**src/rtl/dpll_step_stim.sv**
```systemverilog
// Reference NCO with programmable phase/frequency/ramp perturbation and a
// settle-time meter that waits for the DUT feedback phase to hold a lock window.
module dpll_step_stim #(
    parameter int PW       = 16,
    parameter int DW       = 16,
    parameter int TW       = 20,
    parameter int LOCK_CNT = 8
) (
    input  logic          clk,
    input  logic          reset_n,
    input  logic [PW-1:0] fcw,
    input  logic [1:0]    mode,
    input  logic [PW-1:0] step_val,
    input  logic [DW-1:0] delay,
    input  logic [DW-1:0] ramp_len,
    input  logic [PW-2:0] lock_thr,
    input  logic          arm,
    input  logic [PW-1:0] fb_phase,
    output logic [PW-1:0] ref_phase,
    output logic          ref_tick,
    output logic          busy,
    output logic          done,
    output logic [TW-1:0] settle_cycles,
    output logic          timeout
);
    localparam int RW = $clog2(LOCK_CNT + 1);

    typedef enum logic [2:0] {S_IDLE, S_WAIT, S_APPLY, S_SETTLE, S_DONE} state_t;

    state_t        state, state_n;
    logic [PW-1:0] acc, off, fstep, step_q;
    logic [PW-1:0] acc_n, off_n, fstep_n, diff;
    logic [1:0]    mode_q;
    logic [DW-1:0] ramp_q, cnt, cnt_n;
    logic [TW-1:0] timer, timer_n, settle_n;
    logic [RW-1:0] run, run_n;
    logic          timeout_n, msb_d, in_win, timer_sat, accept;
    logic signed [PW:0] err, thr;

    assign acc_n     = acc + fcw + fstep;
    assign diff      = ref_phase - fb_phase;
    // One extra bit keeps -thr representable; -2^(PW-1) can never be in-window.
    assign err       = {diff[PW-1], diff};
    assign thr       = {2'b00, lock_thr};
    assign in_win    = (err <= thr) && (err >= -thr);
    assign timer_sat = (timer == '1);
    assign accept    = arm && (state == S_IDLE || state == S_DONE);
    assign busy      = (state == S_WAIT) || (state == S_APPLY) || (state == S_SETTLE);
    assign done      = (state == S_DONE);

    always_comb begin
        state_n   = state;
        cnt_n     = cnt;
        off_n     = off;
        fstep_n   = fstep;
        timer_n   = timer;
        run_n     = run;
        settle_n  = settle_cycles;
        timeout_n = timeout;
        if ((state == S_APPLY || state == S_SETTLE) && !timer_sat)
            timer_n = timer + 1'b1;
        case (state)
            S_IDLE, S_DONE: begin
                if (arm) begin
                    state_n   = S_WAIT;
                    cnt_n     = delay;
                    timer_n   = '0;
                    run_n     = '0;
                    settle_n  = '0;
                    timeout_n = 1'b0;
                end
            end
            S_WAIT: begin
                if (cnt == '0) begin
                    state_n = S_APPLY;
                    timer_n = '0;
                    // cnt is reused as the ramp cycle counter; ramp_len 0 acts as 1
                    cnt_n   = (ramp_q == '0) ? '0 : ramp_q - 1'b1;
                end else begin
                    cnt_n = cnt - 1'b1;
                end
            end
            S_APPLY: begin
                fstep_n = (mode_q == 2'd1) ? step_q : '0;
                if (mode_q == 2'd0 || mode_q == 2'd2)
                    off_n = off + step_q;
                if (mode_q != 2'd2 || cnt == '0)
                    state_n = S_SETTLE;
                else
                    cnt_n = cnt - 1'b1;
            end
            S_SETTLE: begin
                if (ref_tick)
                    run_n = in_win ? run + 1'b1 : '0;
                // lock is tested first so a lock on the saturating cycle wins
                if (ref_tick && in_win && run == RW'(LOCK_CNT - 1)) begin
                    settle_n = timer;
                    state_n  = S_DONE;
                end else if (timer_sat) begin
                    settle_n  = '1;
                    timeout_n = 1'b1;
                    state_n   = S_DONE;
                end
            end
            default: state_n = S_IDLE;
        endcase
    end

    always_ff @(posedge clk or negedge reset_n) begin
        if (!reset_n) begin
            state         <= S_IDLE;
            acc           <= '0;
            off           <= '0;
            fstep         <= '0;
            step_q        <= '0;
            mode_q        <= '0;
            ramp_q        <= '0;
            cnt           <= '0;
            timer         <= '0;
            run           <= '0;
            settle_cycles <= '0;
            timeout       <= 1'b0;
            ref_phase     <= '0;
            ref_tick      <= 1'b0;
            msb_d         <= 1'b0;
        end else begin
            state         <= state_n;
            acc           <= acc_n;
            off           <= off_n;
            fstep         <= fstep_n;
            cnt           <= cnt_n;
            timer         <= timer_n;
            run           <= run_n;
            settle_cycles <= settle_n;
            timeout       <= timeout_n;
            ref_phase     <= acc_n + off_n;
            msb_d         <= ref_phase[PW-1];
            ref_tick      <= ref_phase[PW-1] & ~msb_d;
            if (accept) begin
                mode_q <= mode;
                step_q <= step_val;
                ramp_q <= ramp_len;
            end
        end
    end
endmodule

```
**config.mk**
```make
export PLATFORM = sky130hd
export DESIGN_NAME = dpll_step_stim
export DESIGN_NICKNAME = d
export VERILOG_FILES = /design/src/rtl/dpll_step_stim.sv
export SDC_FILE = /design/constraint.sdc
export NUM_CORES = 1
export LEC_CHECK = 0
export ABC_AREA = 1
export CORE_ASPECT_RATIO = 1.4
export CORE_MARGIN = 2
export CORE_UTILIZATION = 62
export DETAILED_ROUTE_END_ITERATION = 16
export PLACE_DENSITY = 0.87
export SETUP_SLACK_MARGIN = 0.5
export SLEW_MARGIN = 20
export SYNTH_ARGS = -nofsm -noshare
export SYNTH_HDL_FRONTEND = slang
export SYNTH_SLANG_ARGS = --single-unit
export TNS_END_PERCENT = 5
```
**constraint.sdc**
```tcl
create_clock -name clk -period 6.5 [get_ports clk]
set_clock_uncertainty 0.05 [all_clocks]
set_input_delay 1.95 -clock clk [delete_from_list [all_inputs] [get_ports clk]]
set_output_delay 1.95 -clock clk [all_outputs]
set_load 0.01 [all_outputs]
```
Yosys cells after proc, flatten, opt, wreduce, memory -nomap -nowiden --
Index checks and enable logic that the tools add are counted.
Operators by class: bitwise logic cells 2, reductions and logical operators 24, $lt $le $gt $ge 2, add/subtract/negate cells 10, eq/ne operators 17, muxes and demuxes 30
Operators with widths (count):
- $mux W20 | 6
- $mux W16 | 7
- $pmux W20 S2 | 2
- $add A16 B16 Y16 | 4
- $pmux W16 S3 | 1
- $logic_not A16 Y1 | 2
- $sub A16 B1 Y16 const B | 2
- $add A20 B1 Y20 const B | 1
- $eq A20 B20 Y1 const B | 1
- $ge A16 B17 Y1 | 1
- $neg A15 Y17 | 1
- $le A16 B16 Y1 | 1
- $sub A16 B16 Y16 | 1
- $mux W3 | 5
- $mux W4 | 3
- $ne A2 B2 Y1 const B | 6
- $pmux W3 S4 | 1
- $reduce_and A3 Y1 | 3
- $pmux W4 S2 | 1
- $reduce_and A4 Y1 | 2
- $eq A3 B2 Y1 const B | 2
- $logic_or A1 B1 Y1 | 6
- $logic_and A1 B1 Y1 | 5
- $add A4 B1 Y4 const B | 1
- other kinds (17) | 20
Storage, ports and cells: bits in registers 164, word-level logic and storage cells 100

Logic depth before layout (Yosys ltp) --
depth after elaboration 7, depth in mapped cells 28, depth with buffers taken out 27

Least setup slack after synthesis --
No wires, ideal clock.
kind input port to flip-flop, start point input fcw[1], end point register ref_phase[15], data required time 6.333 ns, setup time 0.117 ns, stages 23, slack 1.179 ns, data arrival time 5.155 ns, path through fa_1 > ha_1 > inv_1 > fa_1 > o21ai_1 > nand2_1 > nand2_1 > nand2_1 > nand2_1 > nand2_1 > nand2_1 > a21boi_0 > o21ai_0 > xor2_1 > inv_1 > ha_1 > nand2_1 > nor2_1 > a211oi_1 > nand2_1 > a31oi_1 > nand3b_1 > nand2_1
Between the ends: word-level cells in the longest chain between the ends 3
Ends and longest elaborated chain:
- start, declared | line 11 | input logic [PW-1:0] fcw,
- $add A16 B16 Y16 (2 in a row) | line 40 | assign acc_n = acc + fcw + fstep;
- via acc_n[13] | line 32 | logic [PW-1:0] acc_n, off_n, fstep_n, diff;
- $add A16 B16 Y16 | line 136 | ref_phase <= acc_n + off_n;
- end signal, assigned | line 136
- end, declared | line 19 | output logic [PW-1:0] ref_phase,
The timed path passes the listed nets, and every way through them passes these cells. A chain may end at the register's enable or synchronous reset.

Worst setup path after layout --
Ends and elaborated chain as after synthesis.

==> flow_summary.yaml <==
outcome:
  status: "finished clean"
yosys:
  yosys.area.top_type: "dfrtp_1"
  postSynthCellCount: 1475
  synth.area.top_cells: "dfrtp_1, nand2_1, ha_1, xor2_1, inv_1"
  synth_edf_count: 0
  synthFlopType: "dfrtp_1"
  syn_nets: 1690
  ys_seq_elements: 164
  synth-warning-count: 0
  netlist.area_leader.share_pct: 35.6
  syn_area_um2: 11500
  post-synth-top-count-cell: "nand2_1"
  ys_types: 54
  seq_area_frac_synth_pct: 35.6
  synth.avg_cell_area_um2: 7.82
  ys_async_sr_fraction_pct: 100
  ys_top_cells_by_count: "nand2_1, inv_1, dfrtp_1, nor2_1, ha_1"
min_path:
  hp-class: "reg -> reg"
global_routing:
  grt_util_met1_pct: 35.1
  use_met2_pct: 55.1
  grt_max_degree: 60
  grt_pass1_vias: 10400
  grt_util_met3_pct: 3.98
  grt_pass1_wl_mm: 47.5
  grtUsageTotal_pct: 29.9
  antenna_found_initial: 0
  overflow: 0
  top_usage_layer: "met2"
critical_path:
  end_kind: "register"
  reg2regPathDepth: 15
  path_buf_inv: 3
  crit_start: "fcw[1]"
  r2r_start: "state[2]"
  cp_slowest_cell: "fa_1"
  arrival_ns: 6.05
  endpoint: "ref_phase[15]"
  crit_required_ns: 6.78
  crit_path_start_kind: "input pin"
  worstSetupPathType: "in -> reg"
  cp.depth: 24
  path_cells: "clkdlybuf4s50_1 > fa_1 > ha_1 > inv_1 > fa_1 > o21ai_2 > nand2_1 > nand2_1 > nand2_1 > nand2_1 > nand2_1 > nand2_1 > a21boi_1 > o21ai_1 > xor2_1 > inv_1 > ha_1 > nand2_1 > nor2_1 > a211oi_1 > nand2_1 > a31oi_1 > nand3b_1 > nand2_1"
  crit_path_max_fanout: 4
  reg2reg_slack_ns: 1.99
  reg2reg_to: "ref_phase[13]"
  max_stage_delay_ns: 0.57
  critical-path-top-delay-family: "adder cells"
  path_common_cell: "nand2_1"
clocking:
  cts.sinks: 164
  cts_setup_buffers: 0
  clock_latency_ns: 0.44
  clk_path_buf_depth: 2
  ctsHtreeMaxLevel: 4
  clk_pin_slew_ns: 0.07
  numCtsBuffers: 17
  cts_tree: "yes"
  clock-root-buffer: "clkbuf_16"
drt:
  drc_errors: 0
  via_per_inst: 5.67
  vias: 10600
  final_antenna_net_count: 0
  wl_mm: 29.2
  dr.pass1.iters: 6
  drt_iter0_drc: 786
  avgRoutedWirePerCell_um: 15.6
layout:
  drive_gt1_share_pct: 5.00
  layout.nets: 1823
  antenna_cells: 0
  nFillCells: 1373
  area_growth_pct: 19.2
job:
  maxCapViolations: 0
sta:
  rsz0062_at_grt: "yes"
  period_needed_ns: 5.77
  fin_crit_sh_pct: 88.7
  fmax_mhz: 173
  tightestPinTransition_ns: 1.02
  fin_setup_tns_ns: 0
  relSlewSlack_pct: 32.0
  drv_slew: 0
  hold_viol: 0
  setup_viol: 0
floorplan:
  start_util_pct: 62.8
  core_um2: 18400
  dieArea_um2: 19700
  die_y_um: 165
  pin_count: 140
  rows: 59
  die_x_um: 119
placed_design:
  finalWeightedCongestion: 0.963
  port_buffers: 139
  place_hpwl_mm: 22.1
-- area by class of cell --
type                       count  area (µm²)  area share (%)
clock buffer                  17         425            3.09
timing repair buffer         147        1450            10.6
tap                          244         305            2.22
sequential                   164        4100            29.8
clock inverter                15         190            1.38
multi-input combinational   1106        6630            48.2
inverter                     172         646            4.69
-- stage by stage --
stage	util [%]	cells	worst slack, ns	instance area, µm²	hold WS, ns
after floorplan	-	1475	1.18	11500	0.327
after global placement	71.4	1833	0.455	13100	0.332
after detailed placement	71.4	1833	0.270	13100	0.336
after CTS	74.8	1865	0.662	13700	0.345
after global routing	74.8	1865	0.441	13800	0.382
final	74.8	1865	0.731	13800	0.343
-- cell families after synthesis --
logic type | Yosys count | share of synthesized area [%]
and+or+nand+nor | 654 | 24.6
AOI/OAI and AO/OA | 239 | 11.6
buffers and inverters | 205 | 7.08
DFF | 164 | 35.6
adders and majority gates | 115 | 13.7
xor gates and xnor gates | 96 | 7.29
muxes | 2 | 0.174
-- how the worst min path moves through the flow --
stage	slack, ns	end	cells after the start	start
2_1_floorplan	0.33	ref_tick	1	msb_d
3_3_place_gp	0.33	ref_tick	1	msb_d
3_5_place_dp	0.34	ref_tick	1	msb_d
4_1_cts	0.34	ref_tick	1	msb_d
5_1_grt	0.38	ref_tick	1	msb_d
6_report	0.34	ref_tick	1	msb_d
-- cell usage in the layout, fill, tap and decap left out, types with 5 or more instances in the layout --
cell	count
inv_1	165
xnor2_1	22
nor2_1	120
o21ai_1	5
a21oi_1	92
clkbuf_16	17
dfrtp_1	164
nand4_1	36
a21o_1	8
clkdlybuf4s50_1	138
fa_1	19
xor2_1	74
nand3_1	72
inv_2	6
buf_4	8
nor2_2	5
a31oi_1	11
nand2_2	7
nand2_1	364
o21ai_0	84
nor3_1	24
ha_1	96
-- sequential cells by signal, summed over array words and instances (netlist names), 2 cells and up --
name	flops
settle_cycles	20
timer	20
acc	16
cnt	16
fstep	16
off	16
ramp_q	16
ref_phase	16
step_q	16
run	4
state	3
mode_q	2
-- what timing repair did --
| item | CTS | global route |
|---|---|---|
| gates resized for setup | 0 | 3 |
| endpoints found under the hold margin | 0 | 0 |
| hold buffers | 0 | 0 |
| endpoints found under the setup margin | 0 | 23 |
-- routing by layer --
metal	vias to the layer above	share of wire (%)
met2	413	52
met3	77	5.0
met5	-	0
met1	4957	40
met4	0	3.3
li1	5133	-
Power is left out: the tool's default activity adds up to more than one toggle a clock period on the data nets, which glitch-free logic cannot reach.
